File: src/rtl/noc_pkg.sv
// Shared definitions for the tree NoC: port ids, packet field offsets and the route rule.
package noc_pkg;

   typedef enum logic [1:0] {
      C1 = 2'd0,
      C2 = 2'd1,
      P  = 2'd2
   } port_e;

   localparam int unsigned NUM_PORTS = 3;

   // Packet layout, MSB first: flag | dest | src | data
   function automatic int unsigned src_lsb(input int unsigned addr_w, input int unsigned data_w);
      return data_w;
   endfunction

   function automatic int unsigned dest_lsb(input int unsigned addr_w, input int unsigned data_w);
      return data_w + addr_w;
   endfunction

   function automatic int unsigned flag_bit(input int unsigned addr_w, input int unsigned data_w);
      return data_w + 2 * addr_w;
   endfunction

   // True when the top LEVEL bits of dest equal those of this node's address (LEVEL=0 always matches)
   function automatic logic prefix_match(input logic [31:0] dest, input logic [31:0] node_addr,
                                         input int unsigned addr_w, input int unsigned level);
      logic m;
      m = 1'b1;
      for (int unsigned i = 0; i < 32; i++) begin
         if ((i < addr_w) && ((i + level) >= addr_w) && (dest[i[4:0]] != node_addr[i[4:0]])) begin
            m = 1'b0;
         end
      end
      return m;
   endfunction

   // Downward traffic always follows bit k; upward traffic leaves the subtree unless the prefix matches
   function automatic port_e route(input logic [31:0] dest, input port_e from_port,
                                   input logic [31:0] node_addr, input int unsigned level,
                                   input int unsigned addr_w);
      int unsigned k;
      port_e       child;
      k     = addr_w - 1 - level;
      child = dest[k[4:0]] ? C2 : C1;
      if (from_port == P) begin
         return child;
      end
      if (!prefix_match(dest, node_addr, addr_w, level)) begin
         return P;
      end
      return child;
   endfunction

endpackage

File: src/rtl/router_fifo.sv
// Per-input packet FIFO with registered ready; wrap handled by one extra pointer bit.
module router_fifo #(
   parameter int unsigned WIDTH = 47,
   parameter int unsigned DEPTH = 4
) (
   input  logic             clk,
   input  logic             reset,
   input  logic             push_i,
   input  logic [WIDTH-1:0] data_i,
   input  logic             pop_i,
   output logic             ready_o,
   output logic             empty_c_o,
   output logic [WIDTH-1:0] head_c_o
);

   localparam int unsigned AW = $clog2(DEPTH);
   localparam int unsigned PW = AW + 1;

   logic [WIDTH-1:0] mem_q [DEPTH];
   logic [PW-1:0]    wr_q, wr_d, rd_q, rd_d;
   logic             rdy_q, rdy_d;
   logic             push_ok, pop_ok, empty, full_d;

   // Pointer and ready next-state; a full FIFO refuses pushes even while popping
   always_comb begin
      empty   = (wr_q == rd_q);
      push_ok = push_i && rdy_q;
      pop_ok  = pop_i && !empty;
      wr_d    = wr_q + PW'(push_ok);
      rd_d    = rd_q + PW'(pop_ok);
      full_d  = (wr_d[AW-1:0] == rd_d[AW-1:0]) && (wr_d[AW] != rd_d[AW]);
      rdy_d   = !full_d;
   end

   // Pointer/ready state; ready stays low while reset is held
   always_ff @(posedge clk) begin
      if (reset) begin
         wr_q  <= '0;
         rd_q  <= '0;
         rdy_q <= 1'b0;
      end else begin
         wr_q  <= wr_d;
         rd_q  <= rd_d;
         rdy_q <= rdy_d;
      end
   end

   // Storage array; contents are meaningless once pointers are reset
   always_ff @(posedge clk) begin
      if (push_ok) begin
         mem_q[wr_q[AW-1:0]] <= data_i;
      end
   end

   assign ready_o   = rdy_q;
   assign empty_c_o = empty;
   assign head_c_o  = mem_q[rd_q[AW-1:0]];

endmodule

File: src/rtl/tree_router_sync.sv
// Buffered three-port tree router node: per-input FIFOs, per-output round-robin and output register.
module tree_router_sync
   import noc_pkg::*;
#(
   parameter int unsigned        ADDR_W = 3,
   parameter int unsigned        DATA_W = 40,
   parameter logic [ADDR_W-1:0]  ADDR   = 3'b100,
   parameter int unsigned        LEVEL  = 1,
   parameter int unsigned        DEPTH  = 4,
   localparam int unsigned       PKT_W  = 1 + 2 * ADDR_W + DATA_W
) (
   input  logic             clk,
   input  logic             reset,
   input  logic             c1_in_valid,
   output logic             c1_in_ready,
   input  logic [PKT_W-1:0] c1_in_data,
   input  logic             c2_in_valid,
   output logic             c2_in_ready,
   input  logic [PKT_W-1:0] c2_in_data,
   input  logic             p_in_valid,
   output logic             p_in_ready,
   input  logic [PKT_W-1:0] p_in_data,
   output logic             c1_out_valid,
   input  logic             c1_out_ready,
   output logic [PKT_W-1:0] c1_out_data,
   output logic             c2_out_valid,
   input  logic             c2_out_ready,
   output logic [PKT_W-1:0] c2_out_data,
   output logic             p_out_valid,
   input  logic             p_out_ready,
   output logic [PKT_W-1:0] p_out_data
);

   localparam int unsigned DEST_LSB = dest_lsb(ADDR_W, DATA_W);

   logic             in_valid  [NUM_PORTS];
   logic [PKT_W-1:0] in_data   [NUM_PORTS];
   logic             in_rdy    [NUM_PORTS];
   logic             fifo_pop  [NUM_PORTS];
   logic             fifo_empty[NUM_PORTS];
   logic [PKT_W-1:0] fifo_head [NUM_PORTS];
   port_e            tgt       [NUM_PORTS];
   logic             out_rdy   [NUM_PORTS];
   logic             out_vld   [NUM_PORTS];
   logic [PKT_W-1:0] out_dat   [NUM_PORTS];
   logic [NUM_PORTS-1:0][NUM_PORTS-1:0] gnt_mx;

   assign in_valid[0] = c1_in_valid;
   assign in_valid[1] = c2_in_valid;
   assign in_valid[2] = p_in_valid;
   assign in_data[0]  = c1_in_data;
   assign in_data[1]  = c2_in_data;
   assign in_data[2]  = p_in_data;
   assign c1_in_ready = in_rdy[0];
   assign c2_in_ready = in_rdy[1];
   assign p_in_ready  = in_rdy[2];
   assign out_rdy[0]  = c1_out_ready;
   assign out_rdy[1]  = c2_out_ready;
   assign out_rdy[2]  = p_out_ready;
   assign c1_out_valid = out_vld[0];
   assign c2_out_valid = out_vld[1];
   assign p_out_valid  = out_vld[2];
   assign c1_out_data  = out_dat[0];
   assign c2_out_data  = out_dat[1];
   assign p_out_data   = out_dat[2];

   for (genvar gi = 0; gi < NUM_PORTS; gi++) begin : g_in
      assign fifo_pop[gi] = gnt_mx[0][gi] | gnt_mx[1][gi] | gnt_mx[2][gi];

      router_fifo #(
         .WIDTH (PKT_W),
         .DEPTH (DEPTH)
      ) u_fifo (
         .clk       (clk),
         .reset     (reset),
         .push_i    (in_valid[gi]),
         .data_i    (in_data[gi]),
         .pop_i     (fifo_pop[gi]),
         .ready_o   (in_rdy[gi]),
         .empty_c_o (fifo_empty[gi]),
         .head_c_o  (fifo_head[gi])
      );
   end

   // Destination output of each FIFO head
   always_comb begin
      tgt[0] = route(32'(fifo_head[0][DEST_LSB +: ADDR_W]), C1, 32'(ADDR), LEVEL, ADDR_W);
      tgt[1] = route(32'(fifo_head[1][DEST_LSB +: ADDR_W]), C2, 32'(ADDR), LEVEL, ADDR_W);
      tgt[2] = route(32'(fifo_head[2][DEST_LSB +: ADDR_W]), P,  32'(ADDR), LEVEL, ADDR_W);
   end

   // Parent traffic must belong to this subtree; it is still routed by bit k if not
   always_ff @(posedge clk) begin
      if (!reset && !fifo_empty[2]) begin
         assert (prefix_match(32'(fifo_head[2][DEST_LSB +: ADDR_W]), 32'(ADDR), ADDR_W, LEVEL));
      end
   end

   for (genvar go = 0; go < NUM_PORTS; go++) begin : g_out
      localparam port_e OUT_ID = port_e'(2'(go));

      logic [1:0]           ptr_q, ptr_d;
      logic                 vld_q, vld_d;
      logic [PKT_W-1:0]     dat_q, dat_d;
      logic [NUM_PORTS-1:0] gnt;
      logic                 found;
      logic [1:0]           idx;
      int unsigned          sum;

      // Round-robin pick starting at the pointer, loaded only when the register can accept
      always_comb begin
         ptr_d = ptr_q;
         vld_d = vld_q;
         dat_d = dat_q;
         gnt   = '0;
         found = 1'b0;
         idx   = 2'd0;
         sum   = 0;
         if (!vld_q || out_rdy[go]) begin
            for (int unsigned j = 0; j < NUM_PORTS; j++) begin
               sum = (32'(ptr_q) + j) % NUM_PORTS;
               idx = 2'(sum);
               if (!found && !fifo_empty[idx] && (tgt[idx] == OUT_ID)) begin
                  found    = 1'b1;
                  gnt[idx] = 1'b1;
                  dat_d    = fifo_head[idx];
                  vld_d    = 1'b1;
                  ptr_d    = (idx == 2'd2) ? 2'd0 : idx + 2'd1;
               end
            end
            if (!found) begin
               vld_d = 1'b0;
            end
         end
      end

      // Output register and arbiter pointer
      always_ff @(posedge clk) begin
         if (reset) begin
            ptr_q <= 2'd0;
            vld_q <= 1'b0;
            dat_q <= '0;
         end else begin
            ptr_q <= ptr_d;
            vld_q <= vld_d;
            dat_q <= dat_d;
         end
      end

      assign gnt_mx[go]  = gnt;
      assign out_vld[go] = vld_q;
      assign out_dat[go] = dat_q;
   end

endmodule

File: config.mk
export PLATFORM = sky130hd
export DESIGN_NAME = tree_router_sync
export DESIGN_NICKNAME = d
export VERILOG_FILES = /design/src/rtl/noc_pkg.sv /design/src/rtl/router_fifo.sv /design/src/rtl/tree_router_sync.sv
export SDC_FILE = /design/constraint.sdc
export NUM_CORES = 1
export LEC_CHECK = 0
export CAP_MARGIN = 20
export CORE_MARGIN = 5
export CORE_UTILIZATION = 30
export CTS_BUF_LIST = sky130_fd_sc_hd__clkbuf_16
export CTS_CLUSTER_SIZE = 14
export DETAILED_ROUTE_END_ITERATION = 10
export MAX_ROUTING_LAYER = met4
export PLACE_DENSITY_LB_ADDON = 0.1
export SYNTH_ARGS = -nofsm -noshare
export SYNTH_HDL_FRONTEND = slang
export SYNTH_HIERARCHICAL = 1
export SYNTH_SLANG_ARGS = --single-unit
File: constraint.sdc
create_clock -name clk -period 15.7 [get_ports clk]
set_clock_uncertainty 0.05 [all_clocks]
set_input_delay 3.14 -clock clk [delete_from_list [all_inputs] [get_ports clk]]
set_output_delay 3.14 -clock clk [all_outputs]
set_load 0.02 [all_outputs]
==> metrics.md <==
| Metric | Value |
|---|---|
| Hold_ws | `0.395 ns` |
| Slew Viols, Final | `0` |
| Clock Sinks | `735` |
| Sequential share of the synthesized area | `54.0%` |
| Die width | `364 um` |
| CTS Buf Count | `89` |
| DP Wirelength | `92.0 mm` |
| Family with the most delay on the worst path | `buffers and inverters` |
| Hold path endpoint | `p_out_data[35]$_SDFFE_PP0P_` |
| Max-Slew Margin vs Limit | `26.4%` |
| Critical Path Slowest Stage Cell | `buf_4` |
| Gpl congestion | `0.854` |
| First-pass GRT wire length | `202 mm` |
| Top_reg_cell synth | `edfxtp_1` |
| Crit path time final | `5.58 ns` |
| Die Footprint | `133,000 um2` |
| EDFF count, synth | `564` |
| DR WL/cell | `27.8 um` |
| Number of nets in the layout | `3,552` |
| H-tree levels | `3` |
| RSZ-0062 raised after global routing | `no` |
| Most used cell, CP | `buf_4` |
| Initial DRC count | `2,543` |
| PwrDens | `190 nW/um2` |
| Largest net degree at the start of global routing | `92` |
| Measured slew at the worst slew-check pin | `1.10 ns` |
| Critical Path Max Stage Delay | `0.57 ns` |
| Final Cycle Share | `35.5%` |
| Clock-pin slew on the worst setup and hold paths | `0.06 ns` |
| Grt total ovfl | `0` |
| Area Overhead vs Synth | `18.4%` |
| Synth warn | `6` |
| IO Port Bufs | `295` |
| R2R Setup Slk | `10.75 ns` |
| DRT Pass-1 Iters | `6` |
| IR drop worst, VDD | `110 uV` |
| Initial Utilization | `30.1%` |
| DRC Markers | `0` |
| Crit path buf inv count | `4` |
| Final Hold Vio Count | `0` |
| Async SR Flop Fraction | `0%` |
| Clock latency on the worst-skew pair | `0.68 ns` |
| R2R Path Start | `g_in[0].u_fifo/rd_q[0]$_SDFF_PP0_` |
| Post-CTS Resized | `0` |
| Register bit total from synthesis | `735` |
| Setup Viol. Count Final | `0` |
| Setup bufs post-CTS | `0` |
| Deepest clock path buffer count | `3` |
| IO Count | `296` |
| Mean cell area of the mapped netlist | `11.4 um2` |
| Pre-CTS setup slack | `9.53 ns` |
| Outcome | `finished, final reports clean` |
| CP max FO | `34` |
| Vias | `28,400` |
| # rows | `130` |
| Vias per cell | `5.55` |
| Max-cap violations | `0` |
| Fmax | `179 MHz` |
| Core ar. | `125,000 um2` |
| Leak Pwr | `0.0140 uW` |
| Clock root buffer master | `clkbuf_16` |
| Slack of the critical path | `10.12 ns` |
| Syn nets | `3,476` |
| Final WL | `142 mm` |
| Overall power | `8490 uW` |
| WP data arrival | `6.07 ns` |
| Startpoint class of the critical path | `primary input` |
| Worst reg2reg path depth | `13` |
| HP Class | `flop to flop` |
| TNS Setup | `0 ns` |
| Worst Min Path Start | `p_out_data[35]$_SDFFE_PP0P_` |
| DP Cell Count | `4,932` |
| Initial antenna violation count | `9` |
| Die height | `364 um` |
| Vias in the first global route | `27,800` |
| CTS tree | `built` |
| Crit path kind | `primary input to flop` |
| Post-Synthesis Cells | `3,303` |
| Worst setup EP type | `flop` |
| # hold bufs at CTS | `0` |
| Post-DRT Antenna Nets | `0` |
| Post-route insts no fill | `5,113` |
| Hold path depth | `2` |
| Crit path cell chain | `clkdlybuf4s50_1, buf_4, inv_1, nand2_2, buf_4, o32ai_1, a221o_1` |
| Required time worst endpoint | `16.19 ns` |
| Layout cells sized above 1 | `11.3%` |
| Synthesized area | `37,700 um2` |
| Reg2reg end | `g_in[2].u_fifo/ready_o$_SDFF_PP0_` |
| All-Layer GR Usage | `21.4%` |
| Unique masters post-synth | `76` |
==> synthesized netlist by cell type, types with 37 or more instances <==
library cell / number / area share [%]
a22oi_1: 46 / 0.92
clkbuf_1: 233 / 2.3
a21oi_1: 425 / 5.6
buf_1: 37 / 0.37
o32ai_1: 47 / 1.1
dfxtp_1: 171 / 9.1
edfxtp_1: 564 / 45
nor2_1: 159 / 1.6
a221o_1: 46 / 1.2
o21ai_0: 296 / 3.9
buf_2: 62 / 0.82
a22o_1: 47 / 1.1
nand2_1: 299 / 3.0
nand3b_1: 91 / 1.8
mux2i_1: 186 / 4.9
mux4_2: 141 / 8.4
o22ai_1: 53 / 0.88
nor2b_1: 162 / 2.7
==> through the flow <==
stage                     util, %  area, um2
after floorplan                 -      37700
after CTS                    35.6      44500
final                        35.6      44600
after global placement       33.3      41700
after global routing         35.6      44600
after detailed placement     33.3      41700
==> worst register-to-register path, delay by kind of cell (launching register included) <==
family          cells  cell delay (ns)
xor+xnor            1             0.15
simple gates        4             1.60
fa+ha+maj           2             0.36
compound gates      5             1.07
mux                 1             0.80
flops               1             0.80
==> how the worst max path moves through the flow <==
| stage | start | endpoint | slack (ns) | depth (start not counted) |
|---|---|---|---|---|
| after floorplan | c1_in_valid | g_in[0].u_fifo/mem_q[2][0]$_DFFE_PP_ | 8.40 | 2 |
| after global placement | reset | c1_out_data[17]$_SDFFE_PP0P_ | 9.61 | 7 |
| after detailed placement | reset | c1_out_data[17]$_SDFFE_PP0P_ | 9.53 | 7 |
| after CTS | g_in[2].u_fifo/rd_q[0]$_SDFF_PP0_ | g_in[2].u_fifo/ready_o$_SDFF_PP0_ | 10.19 | 14 |
| after global routing | reset | c1_out_data[17]$_SDFFE_PP0P_ | 10.13 | 7 |
| final | reset | c1_out_data[17]$_SDFFE_PP0P_ | 10.12 | 7 |
==> cell families after synthesis <==
| family | synth area share [%] |
|---|---|
| compound gates | 16.2 |
| xor+xnor | 0.488 |
| fa+ha+maj | 0.797 |
| buf+inv | 4.65 |
| flops | 54.0 |
| mux | 13.5 |
| simple gates | 10.4 |
==> cell usage in the layout, fill, tap and decap left out, types with 5 or more instances in the layout <==
cell type and instances:
nand2b_1 8, nor2b_1 156, buf_4 51, bufinv_16 8
nor2_4 5, ha_1 16, a221o_1 46, clkbuf_16 90
xnor2_1 12, edfxtp_1 564, o32ai_1 47, a21oi_1 425
clkdlybuf4s50_1 295, nand2_1 298, o21ai_0 296, a22o_1 47
nor3b_2 7, nand3b_1 91, nor2b_4 6, o22ai_1 52
o211ai_1 5, nor2_1 157, inv_1 51, diode_2 7
dfxtp_1 165, mux4_2 141, nor3_1 8, clkinv_2 11
xor2_1 9, ha_4 6, clkinv_1 13, o21ai_1 33
a22oi_1 46, mux2i_1 186
==> per-layer routing <==
metal  wire length [um]  vias up  share of wire, %  GRT usage (%)
li1                   -    12600                 -              -
met1              59000    14300                42           26.9
met2              68600     1142                48           35.0
met3               8610      255               6.1           2.97
met4               5850        0               4.1           8.85
met5                  0        -                 0              -
==> power breakdown <==
group          switching [uW]  internal (uW)
combinational            2560           1480
clock                     835           1170
sequential                179           2260
==> final cells by class <==
cell class	instances	area [um2]
diodes	7	17.5
multi-input cells	2183	15800
inverters	18	67.6
flip-flops and latches	735	20400
fillers	12200	80600
well taps	1650	2060
clock buffers	90	2250
repair buffers	352	3430
clock inverters	78	597
==> flip-flops by register name, summed over array words and instances (netlist names) <==
register,flops
g_in.u_fifo/mem_q,564
c1_out_data,47
c2_out_data,47
p_out_data,47
g_in.u_fifo/rd_q,9
g_in.u_fifo/wr_q,9
g_out.ptr_q,6
g_in.u_fifo/ready_o,3
c1_out_valid,1
c2_out_valid,1
p_out_valid,1
Note: power is estimated with default switching activity, not from simulation.
